$ cat src/rtl/spell_sram_arbiter_pkg.sv
// Shared types for the SPELL SRAM arbiter.
// Contents:
//   arb_state_e : arbiter FSM state encoding (idle, CPU granted, host granted)
//   req_id_e    : requester identity, used for the round-robin last-grant record
//   widths      : Wishbone address/data/select widths and the wait-counter width
package spell_sram_arbiter_pkg;

  localparam int unsigned AddrW = 8;
  localparam int unsigned DataW = 32;
  localparam int unsigned SelW  = 4;
  localparam int unsigned WaitW = 8;

  typedef enum logic [1:0] {
    StIdle    = 2'd0,
    StGntCpu  = 2'd1,
    StGntHost = 2'd2
  } arb_state_e;

  typedef enum logic {
    ReqCpu  = 1'b0,
    ReqHost = 1'b1
  } req_id_e;

endpackage

$ cat src/rtl/spell_sram_arbiter.sv
// Two-port Wishbone arbiter sharing one OpenRAM SRAM between the CPU and a host
// (loader/debug) port. One transaction per grant, round-robin on contention,
// with a forced release if the SRAM stalls for TIMEOUT_CYCLES granted cycles.
// Ports:
//   clock, reset            : single clock, asynchronous active-high reset
//   cpu_*_i / cpu_ack_o     : CPU Wishbone request and acknowledge
//   host_*_i / host_ack_o   : host Wishbone request and acknowledge
//   rd_dat_o                : SRAM read data, shared by both requesters
//   sram_*_o / sram_*_i     : shared SRAM Wishbone port
//   timeout_o               : sticky flag, set by any forced release
module spell_sram_arbiter
  import spell_sram_arbiter_pkg::*;
#(
  parameter int unsigned TIMEOUT_CYCLES = 255
) (
  input  logic             clock,
  input  logic             reset,
  input  logic             cpu_cyc_i,
  input  logic             cpu_stb_i,
  input  logic             cpu_we_i,
  input  logic [SelW-1:0]  cpu_sel_i,
  input  logic [AddrW-1:0] cpu_addr_i,
  input  logic [DataW-1:0] cpu_dat_i,
  output logic             cpu_ack_o,
  input  logic             host_cyc_i,
  input  logic             host_stb_i,
  input  logic             host_we_i,
  input  logic [SelW-1:0]  host_sel_i,
  input  logic [AddrW-1:0] host_addr_i,
  input  logic [DataW-1:0] host_dat_i,
  output logic             host_ack_o,
  output logic [DataW-1:0] rd_dat_o,
  output logic             sram_cyc_o,
  output logic             sram_stb_o,
  output logic             sram_we_o,
  output logic [SelW-1:0]  sram_sel_o,
  output logic [AddrW-1:0] sram_addr_o,
  output logic [DataW-1:0] sram_dat_o,
  input  logic [DataW-1:0] sram_dat_i,
  input  logic             sram_ack_i,
  output logic             timeout_o
);

  localparam logic [WaitW-1:0] TimeoutVal = WaitW'(TIMEOUT_CYCLES);

  arb_state_e       r_state;
  req_id_e          r_last_grant;
  logic [WaitW-1:0] r_wait;
  logic             r_timeout;

  logic             w_cpu_req;
  logic             w_host_req;
  logic             w_gnt_cyc;
  req_id_e          w_gnt_id;
  logic [WaitW-1:0] w_wait_inc;

  assign w_cpu_req  = cpu_cyc_i & cpu_stb_i;
  assign w_host_req = host_cyc_i & host_stb_i;
  assign w_wait_inc = r_wait + 8'd1;

  // Arbitration FSM, round-robin record, wait counter and sticky timeout flag.
  always_ff @(posedge clock or posedge reset) begin
    if (reset) begin
      r_state      <= StIdle;
      r_last_grant <= ReqHost;
      r_wait       <= '0;
      r_timeout    <= 1'b0;
    end else begin
      case (r_state)
        StIdle: begin
          r_wait <= '0;
          // CPU wins when alone, or on contention if the host held the last grant.
          if (w_cpu_req && (!w_host_req || (r_last_grant == ReqHost))) begin
            r_state <= StGntCpu;
          end else if (w_host_req) begin
            r_state <= StGntHost;
          end
        end
        StGntCpu, StGntHost: begin
          // Ack beats timeout; abandoning the cycle releases without blame.
          if (sram_ack_i) begin
            r_state      <= StIdle;
            r_last_grant <= w_gnt_id;
          end else if (!w_gnt_cyc) begin
            r_state <= StIdle;
          end else if (w_wait_inc == TimeoutVal) begin
            r_state      <= StIdle;
            r_last_grant <= w_gnt_id;
            r_timeout    <= 1'b1;
          end else begin
            r_wait <= w_wait_inc;
          end
        end
        default: r_state <= StIdle;
      endcase
    end
  end

  // Request mux and ack steering; everything is zero outside a grant.
  always_comb begin
    w_gnt_id    = ReqCpu;
    w_gnt_cyc   = 1'b0;
    sram_cyc_o  = 1'b0;
    sram_stb_o  = 1'b0;
    sram_we_o   = 1'b0;
    sram_sel_o  = '0;
    sram_addr_o = '0;
    sram_dat_o  = '0;
    cpu_ack_o   = 1'b0;
    host_ack_o  = 1'b0;
    case (r_state)
      StGntCpu: begin
        w_gnt_id    = ReqCpu;
        w_gnt_cyc   = cpu_cyc_i;
        sram_cyc_o  = w_cpu_req;
        sram_stb_o  = w_cpu_req;
        sram_we_o   = cpu_we_i;
        sram_sel_o  = cpu_sel_i;
        sram_addr_o = cpu_addr_i;
        sram_dat_o  = cpu_dat_i;
        cpu_ack_o   = sram_ack_i;
      end
      StGntHost: begin
        w_gnt_id    = ReqHost;
        w_gnt_cyc   = host_cyc_i;
        sram_cyc_o  = w_host_req;
        sram_stb_o  = w_host_req;
        sram_we_o   = host_we_i;
        sram_sel_o  = host_sel_i;
        sram_addr_o = host_addr_i;
        sram_dat_o  = host_dat_i;
        host_ack_o  = sram_ack_i;
      end
      default: ;
    endcase
  end

  assign rd_dat_o  = sram_dat_i;
  assign timeout_o = r_timeout;

endmodule

$ cat config.mk
export PLATFORM = sky130hd
export DESIGN_NAME = spell_sram_arbiter
export DESIGN_NICKNAME = d
export VERILOG_FILES = /design/src/rtl/spell_sram_arbiter_pkg.sv /design/src/rtl/spell_sram_arbiter.sv
export SDC_FILE = /design/constraint.sdc
export NUM_CORES = 1
export LEC_CHECK = 0
export CORE_MARGIN = 2
export CORE_UTILIZATION = 25
export CTS_CLUSTER_SIZE = 10
export DETAILED_ROUTE_END_ITERATION = 16
export PLACE_DENSITY = 0.87
export SLEW_MARGIN = 20
export SYNTH_ARGS = -nofsm -noshare
export SYNTH_HDL_FRONTEND = slang
export SYNTH_SLANG_ARGS = --single-unit
$ cat constraint.sdc
create_clock -name clock -period 2.1 [get_ports clock]
set_input_delay 0.42 -clock clock [delete_from_list [all_inputs] [get_ports clock]]
set_output_delay 0.42 -clock clock [all_outputs]
set_load 0.005 [all_outputs]
After elaboration in Yosys (flattened, before gate mapping)

Cells that the tools add are included.

Add/sub/neg operators: 1
Equal/unequal tests: 8
Mux-type cells: 22
Bitwise logic cells: 3
Reduce and logical (&&, ||, !) cells: 12

Operator list:

| kind                | count |
|---|---|
| $pmux 32 s2         | 1 |
| $pmux 8 s2          | 2 |
| $mux 8              | 3 |
| $mux 2              | 5 |
| $add 8x1->8 const B | 1 |
| $eq 8x8->1 const B  | 1 |
| $pmux 4 s2          | 1 |
| $reduce_and 4->1    | 2 |
| $mux 1              | 6 |
| $ne 2x2->1 const B  | 3 |
| $pmux 1 s2          | 3 |
| $reduce_bool 2->1   | 3 |
| $ne 4x4->1 const B  | 1 |
| $pmux 2 s2          | 1 |
| $ne 3x3->1 const B  | 1 |
| $reduce_and 3->1    | 1 |
| $and 1x1->1         | 2 |
| $eq 2x1->1 const B  | 1 |
| $eq 2x2->1 const B  | 1 |
| $logic_not 2->1     | 1 |
| $reduce_and 2->1    | 1 |
| $reduce_or 2->1     | 1 |
| $logic_and 1x1->1   | 1 |
| $logic_not 1->1     | 1 |
| other kinds (2)     | 2 |

Register bits after elaboration: 12
Output and inout port bits: 82

Logic depth before layout (Yosys ltp)

Depth in word-level cells: 6
Mapped depth: 8
Gate-level depth less buffers: 7

Worst setup path before layout

Ideal clock, no wire load.

Path kind: register to register
From: register r_wait[0]
To: register r_state[1]
Setup time: 0.111 ns
Data arrival time: 2.179 ns
Data required time: 1.989 ns
Path slack: -0.190 ns
Cell stages (with the launch flop): 7
Period minus slack after synthesis: 2.290 ns
Cells stage by stage: dfrtp_1 ha_1 inv_1 or4_4 a32oi_4 mux2_2 a2111oi_2

Word-level cells in the longest chain between the ends: 4

Ends and longest elaborated chain:

| item                              | RTL line                 | source |
|---|---|---|
| start: declaration                | spell_sram_arbiter.sv:48 | `logic [WaitW-1:0] r_wait;` |
| start signal: assignment          | spell_sram_arbiter.sv:91 | `r_wait <= w_wait_inc;` |
| $add 8x1->8                       | spell_sram_arbiter.sv:59 | `assign w_wait_inc = r_wait + 8'd1;` |
| $eq 8x8->1                        | spell_sram_arbiter.sv:86 | `end else if (w_wait_inc == TimeoutVal) begin` |
| $ne 4x4->1 (no source line)       | n/a                      |  |
| $reduce_and 2->1 (no source line) | n/a                      |  |
| end signal: assignment            | spell_sram_arbiter.sv:64 | `r_state <= StIdle;` |
| end signal: assignment            | spell_sram_arbiter.sv:85 | `r_state <= StIdle;` |
| end signal: assignment            | spell_sram_arbiter.sv:87 | `r_state <= StIdle;` |
| end: declaration                  | spell_sram_arbiter.sv:46 | `arb_state_e r_state;` |

No other way between the ends.
A chain may end at the register's enable or synchronous reset.

Worst setup path in the final report

From: register r_state[0]
To: output port sram_dat_o[20]

Word-level cells in the longest chain between the ends: 2
Elaborated cells on any way between the ends: 3

Ends and longest elaborated chain:

| item                                     | RTL line                  | source |
|---|---|---|
| start signal: assignment                 | spell_sram_arbiter.sv:64  |  |
| start signal: assignment                 | spell_sram_arbiter.sv:74  | `r_state <= StGntCpu;` |
| start signal: assignment                 | spell_sram_arbiter.sv:76  | `r_state <= StGntHost;` |
| $eq 2x2->1 or $eq 2x1->1 (tied branches) | spell_sram_arbiter.sv:111 | `case (r_state)` |
| $pmux 32 s2 (*)                          | spell_sram_arbiter.sv:111 |  |
| end: declaration                         | spell_sram_arbiter.sv:38  | `output logic [DataW-1:0] sram_dat_o,` |

Every way passes the cells marked *; elsewhere a longest branch is shown, timed or not.

==> results <==
- Subtracting the final worst setup slack from the clock period gives approximately 2100 ps.
- The pre-antenna-repair detailed-routing pass consisted of 4 iterations.
- The mapped netlist covers between 1500 and 2000 um2.
- The startpoint of the worst hold path is timeout_o$_DFFE_PP0P_.
- The average instance area after synthesis is 7.85 um2.
- The critical path class is flip-flop to output pin.
- Summed over all nets, the switching power comes to 1.67 mW.
- The first global-routing pass estimated roughly 13 mm of wire.
- For this block, the via count after detailed routing is 2,406.
- The global-route usage over all layers is between 15 and 20%.
- The critical path's top delay family is buffers and inverters.
- The worst-case IR drop observed on VDD is 0.754 mV.
- The critical path endpoint category is an output pin.
- For the worst setup path, the data arrival time is around 1700 ps.
- At the end of routability-driven placement, the weighted congestion stood at between 0.8 and 0.9.
- The register share of total power is 7.4%.
- For this run, the top clock speed supported by timing is 468 MHz.
- The total die area is between 8000 and 9000 um2.
- The number of primary I/O pins is 211.
- The routed design has 9.48 mm of wire.
- The maximum fanout encountered on the critical timing path is 5.
- The reg-to-reg critical path startpoint is r_state[0]$_DFFE_PP0P_.
- The synthesized instance count is 238.
- Counting flops with an async set or reset pin after synthesis yields a share of 100%.
- The endpoint of the worst-slack reg-to-reg timing path is r_wait[0]$_DFFE_PP0P_.
- TritonCTS created 3 clock buffers.
- The number of nets with antenna violations after routing is 0.
- The placeable core region is 7250 um2.
- The post-route fraction of the period consumed by the critical path is 102%.
- The number of buffers and inverters on the critical path is 5.
- The clock input transition at the sequential cells of the worst setup and hold paths is 50 ps.
- Setup violations remaining at the end of the flow were counted as 2.
- Between clock sinks in the finished design, the worst skew comes to 2.71 ps.
- The clock drives 12 sinks.
- The number of buffers between clock root and the deepest sink is 2.
- The internal cell power is 2.56 mW.
- The count of final max-slew check failures is 0.
- The top cell type by area accounts for a little under a fifth of the synthesized area.
- The transition time at the pin with the least slew margin is between 400 and 500 ps.
- The vertical die dimension is ~90 um.
- The biggest cell delay along the critical path is about 390 ps.
- The count of buffers added on input and output ports is ~150.
- The x dimension of the die is about 90 um.
- The switching fraction of total power is ~40%.
- The leakage dissipation is 1.51 nW.
- The worst pin sits at a relative slew slack of 68.6%.
- Dividing the detail-routed wire length by the instance count gives 19.9 um.
- The number of filler cells placed in the layout is 613.
- The slowest stage of the critical path belongs to the cell sky130_fd_sc_hd__dfrtp_1.
- Summed over all instances, the cell type with the most area after synthesis is sky130_fd_sc_hd__a22oi_1.
- The total half-perimeter wirelength after legalization and detailed placement is 5.88 mm.
- The number of DRC markers after the initial detailed-route iteration is 85.
- The net total in the final layout is between 500 and 600.
- The combinational cell fraction of total power is 87.3%.
- By area the synthesized netlist is led by sky130_fd_sc_hd__a22oi_1 (18%), sky130_fd_sc_hd__nor2b_1 (16%), sky130_fd_sc_hd__dfrtp_1 (15%), sky130_fd_sc_hd__buf_4 (13%), sky130_fd_sc_hd__ha_1 (3.3%).
- The flow ran to the end, but the final reports show violations.
- In the routed layout, each cell is associated on average with a via count of approximately 5.0.
- The count of placed standard cells in the final layout, fillers left out is 477.
- The clock network accounts for 5.3% of the total power.
- The worst hold path endpoint is timeout_o$_DFFE_PP0P_.
- The internal reg-to-reg setup slack is -10 ps.
- STA puts the critical path data required time at between 1500 and 2000 ps.
- The checks that failed: setup timing.
- The number of remaining DRC errors is 0.
- In this run, synthesis inferred 0 flip-flops with an integrated enable.
- The hold path depth is 1.
- The share of synthesized area occupied by flip-flops and latches is 16.1%.
- After synthesis, the netlist uses between 40 and 50 different library cells.
- The number of warnings issued by yosys is 0.
- Cells with a size suffix above 1 make up 52.1% of the layout.
- The number of global-route vias before repair is roughly 2,500.
- The remaining global-route overflow is 0.
- Traced cell by cell, the critical path runs through inv_2, buf_6, ha_4, buf_12, clkbuf_16, nor2b_1, clkbuf_2.
- The most used flip-flop cell after synthesis is sky130_fd_sc_hd__dfrtp_1.
- The total of hold buffers inserted after clock tree synthesis is 0.
- The pin count of the biggest net entering global routing is 22.
- The leading cell type in the layout, fill and taps excluded is sky130_fd_sc_hd__clkdlybuf4s50_1.
- The worst setup margin is -38.0 ps.
- In the layout the commonest cells are sky130_fd_sc_hd__clkdlybuf4s50_1 (97), sky130_fd_sc_hd__a22oi_2 (46), sky130_fd_sc_hd__clkbuf_2 (29), sky130_fd_sc_hd__nor2b_1 (18), sky130_fd_sc_hd__buf_2 (18).
- The number of core rows is 31.
- Dividing total power by cell area gives a power density of about 1000 nW/um2.
- The tightest min-delay check is of the flip-flop to flip-flop type.
- The CTS tree is built.
- Setup repair after global routing could not meet its margin everywhere.
- The initial antenna violation count is 0.
- Counting tap cells, the placed design contains a total of 449 instances.
- The maximum level of the CTS H-tree is 1.
- The total of max-cap violations is 0.
- The starting density of the core is 25.8%.
- The worst setup path is launched from a flip-flop.
- The layout-stage area growth over the synthesis result is 117%.
- The total count of hold-check failures in the final report is 0.
- The setup TNS is -48.5 ps.
- The number of antenna diodes in the final layout is 0.
- The number of nets in the synthesized netlist is ~370.
- For the worst-skew pair, the clock arrives at the later sink with an insertion delay of 250 ps.
- After synthesis the netlist holds a flip-flop and latch count of 12.
- For the worst flop-to-flop path, the logic depth is 9.
- The count of cell instances traversed by the critical path is 7.
- The master cell of the clock root buffer is sky130_fd_sc_hd__clkbuf_8.
layout make-up:
| cell class | instances | area (um2) | share of cell area [%] |
|---|---|---|---|
| clock buffer | 4 | 45.0 | 1.11 |
| sequential | 12 | 304 | 7.51 |
| inverter | 6 | 22.5 | 0.556 |
| timing repair buffer | 188 | 1840 | 45.5 |
| multi-input combinational | 168 | 1710 | 42.3 |
| tap | 99 | 124 | 3.06 |
how the worst max path moves through the flow:
stage / from / endpoint / slack, ps
6_report: r_state[0]$_DFFE_PP0P_ / sram_dat_o[20] / -40
5_1_grt: r_state[0]$_DFFE_PP0P_ / r_wait[0]$_DFFE_PP0P_ / -80
4_1_cts: r_state[1]$_DFFE_PP0P_ / sram_dat_o[6] / -40
3_5_place_dp: cpu_cyc_i / sram_stb_o / -240
3_3_place_gp: cpu_cyc_i / sram_cyc_o / -260
2_1_floorplan: r_wait[0]$_DFFE_PP0P_ / r_state[1]$_DFFE_PP0P_ / -7
stage by stage:
step / total power, mW / utilization, % / hold slack (ps) / area (um2) / setup WS (ps)
3_5_place_dp: 2.44 / 46.0 / 460 / 3340 / -239
4_1_cts: 3.34 / 52.8 / 477 / 3830 / -44.3
5_1_grt: 4.44 / 55.8 / 495 / 4050 / -78.8
6_report: 4.23 / 55.8 / 474 / 4050 / -38.0
2_1_floorplan: 1.41 / - / 284 / 1910 / -7.33
3_3_place_gp: 2.40 / 46.0 / 459 / 3340 / -263
sequential cells by signal, summed over array words and instances, names as in the netlist:
register and count:
r_wait 8, r_state 2, r_last_grant 1, timeout_o 1
power groups by stage:
stage,sequential (mW),combinational [mW],clock [mW]
after floorplan,0.311,1.10,0
after global placement,0.311,2.09,0
after detailed placement,0.313,2.12,0
after CTS,0.310,2.80,0.229
after global routing,0.316,3.88,0.241
final,0.313,3.70,0.224
synthesized netlist by cell type, drive strengths merged, types with 2 or more instances:
cell    instances
xnor2           2
a32oi           2
nand2b          2
nand2          11
and2            3
o211ai          2
mux2i           5
and4b           2
nor2            3
a21oi           3
inv             6
mux2            2
nor2b          47
nand3           8
buf            38
ha              5
a21boi          3
clkbuf         15
xor2            2
dfrtp          11
a22oi          46
a211o           2
cell families (layout without fill, tap and decap cells):
family	Yosys count	in the layout	synth area share [%]
xor+xnor	4	4	1.87
buf+inv	59	198	19.1
flops	12	12	16.1
mux	7	7	3.88
simple gates	83	84	26.6
compound gates	68	68	29.1
fa+ha+maj	5	5	3.35
routing by layer:
layer | track usage (%) | share of wire, % | up-vias
met4 | 2.95 | 0.73 | 0
met1 | 20.9 | 38 | 1167
met2 | 39.3 | 54 | 115
met3 | 5.18 | 7.0 | 7
met5 | 0 | 0 | -
li1 | - | - | 1117
repair_timing:
item | CTS | global route
setup endpoints to repair | 59 | 50
setup buffers | 8 | 4
cloned | 5 | 8
gates resized for setup | 168 | 106
pin swaps | 10 | 9
No activity file was read; power rests on OpenSTA's default activity.
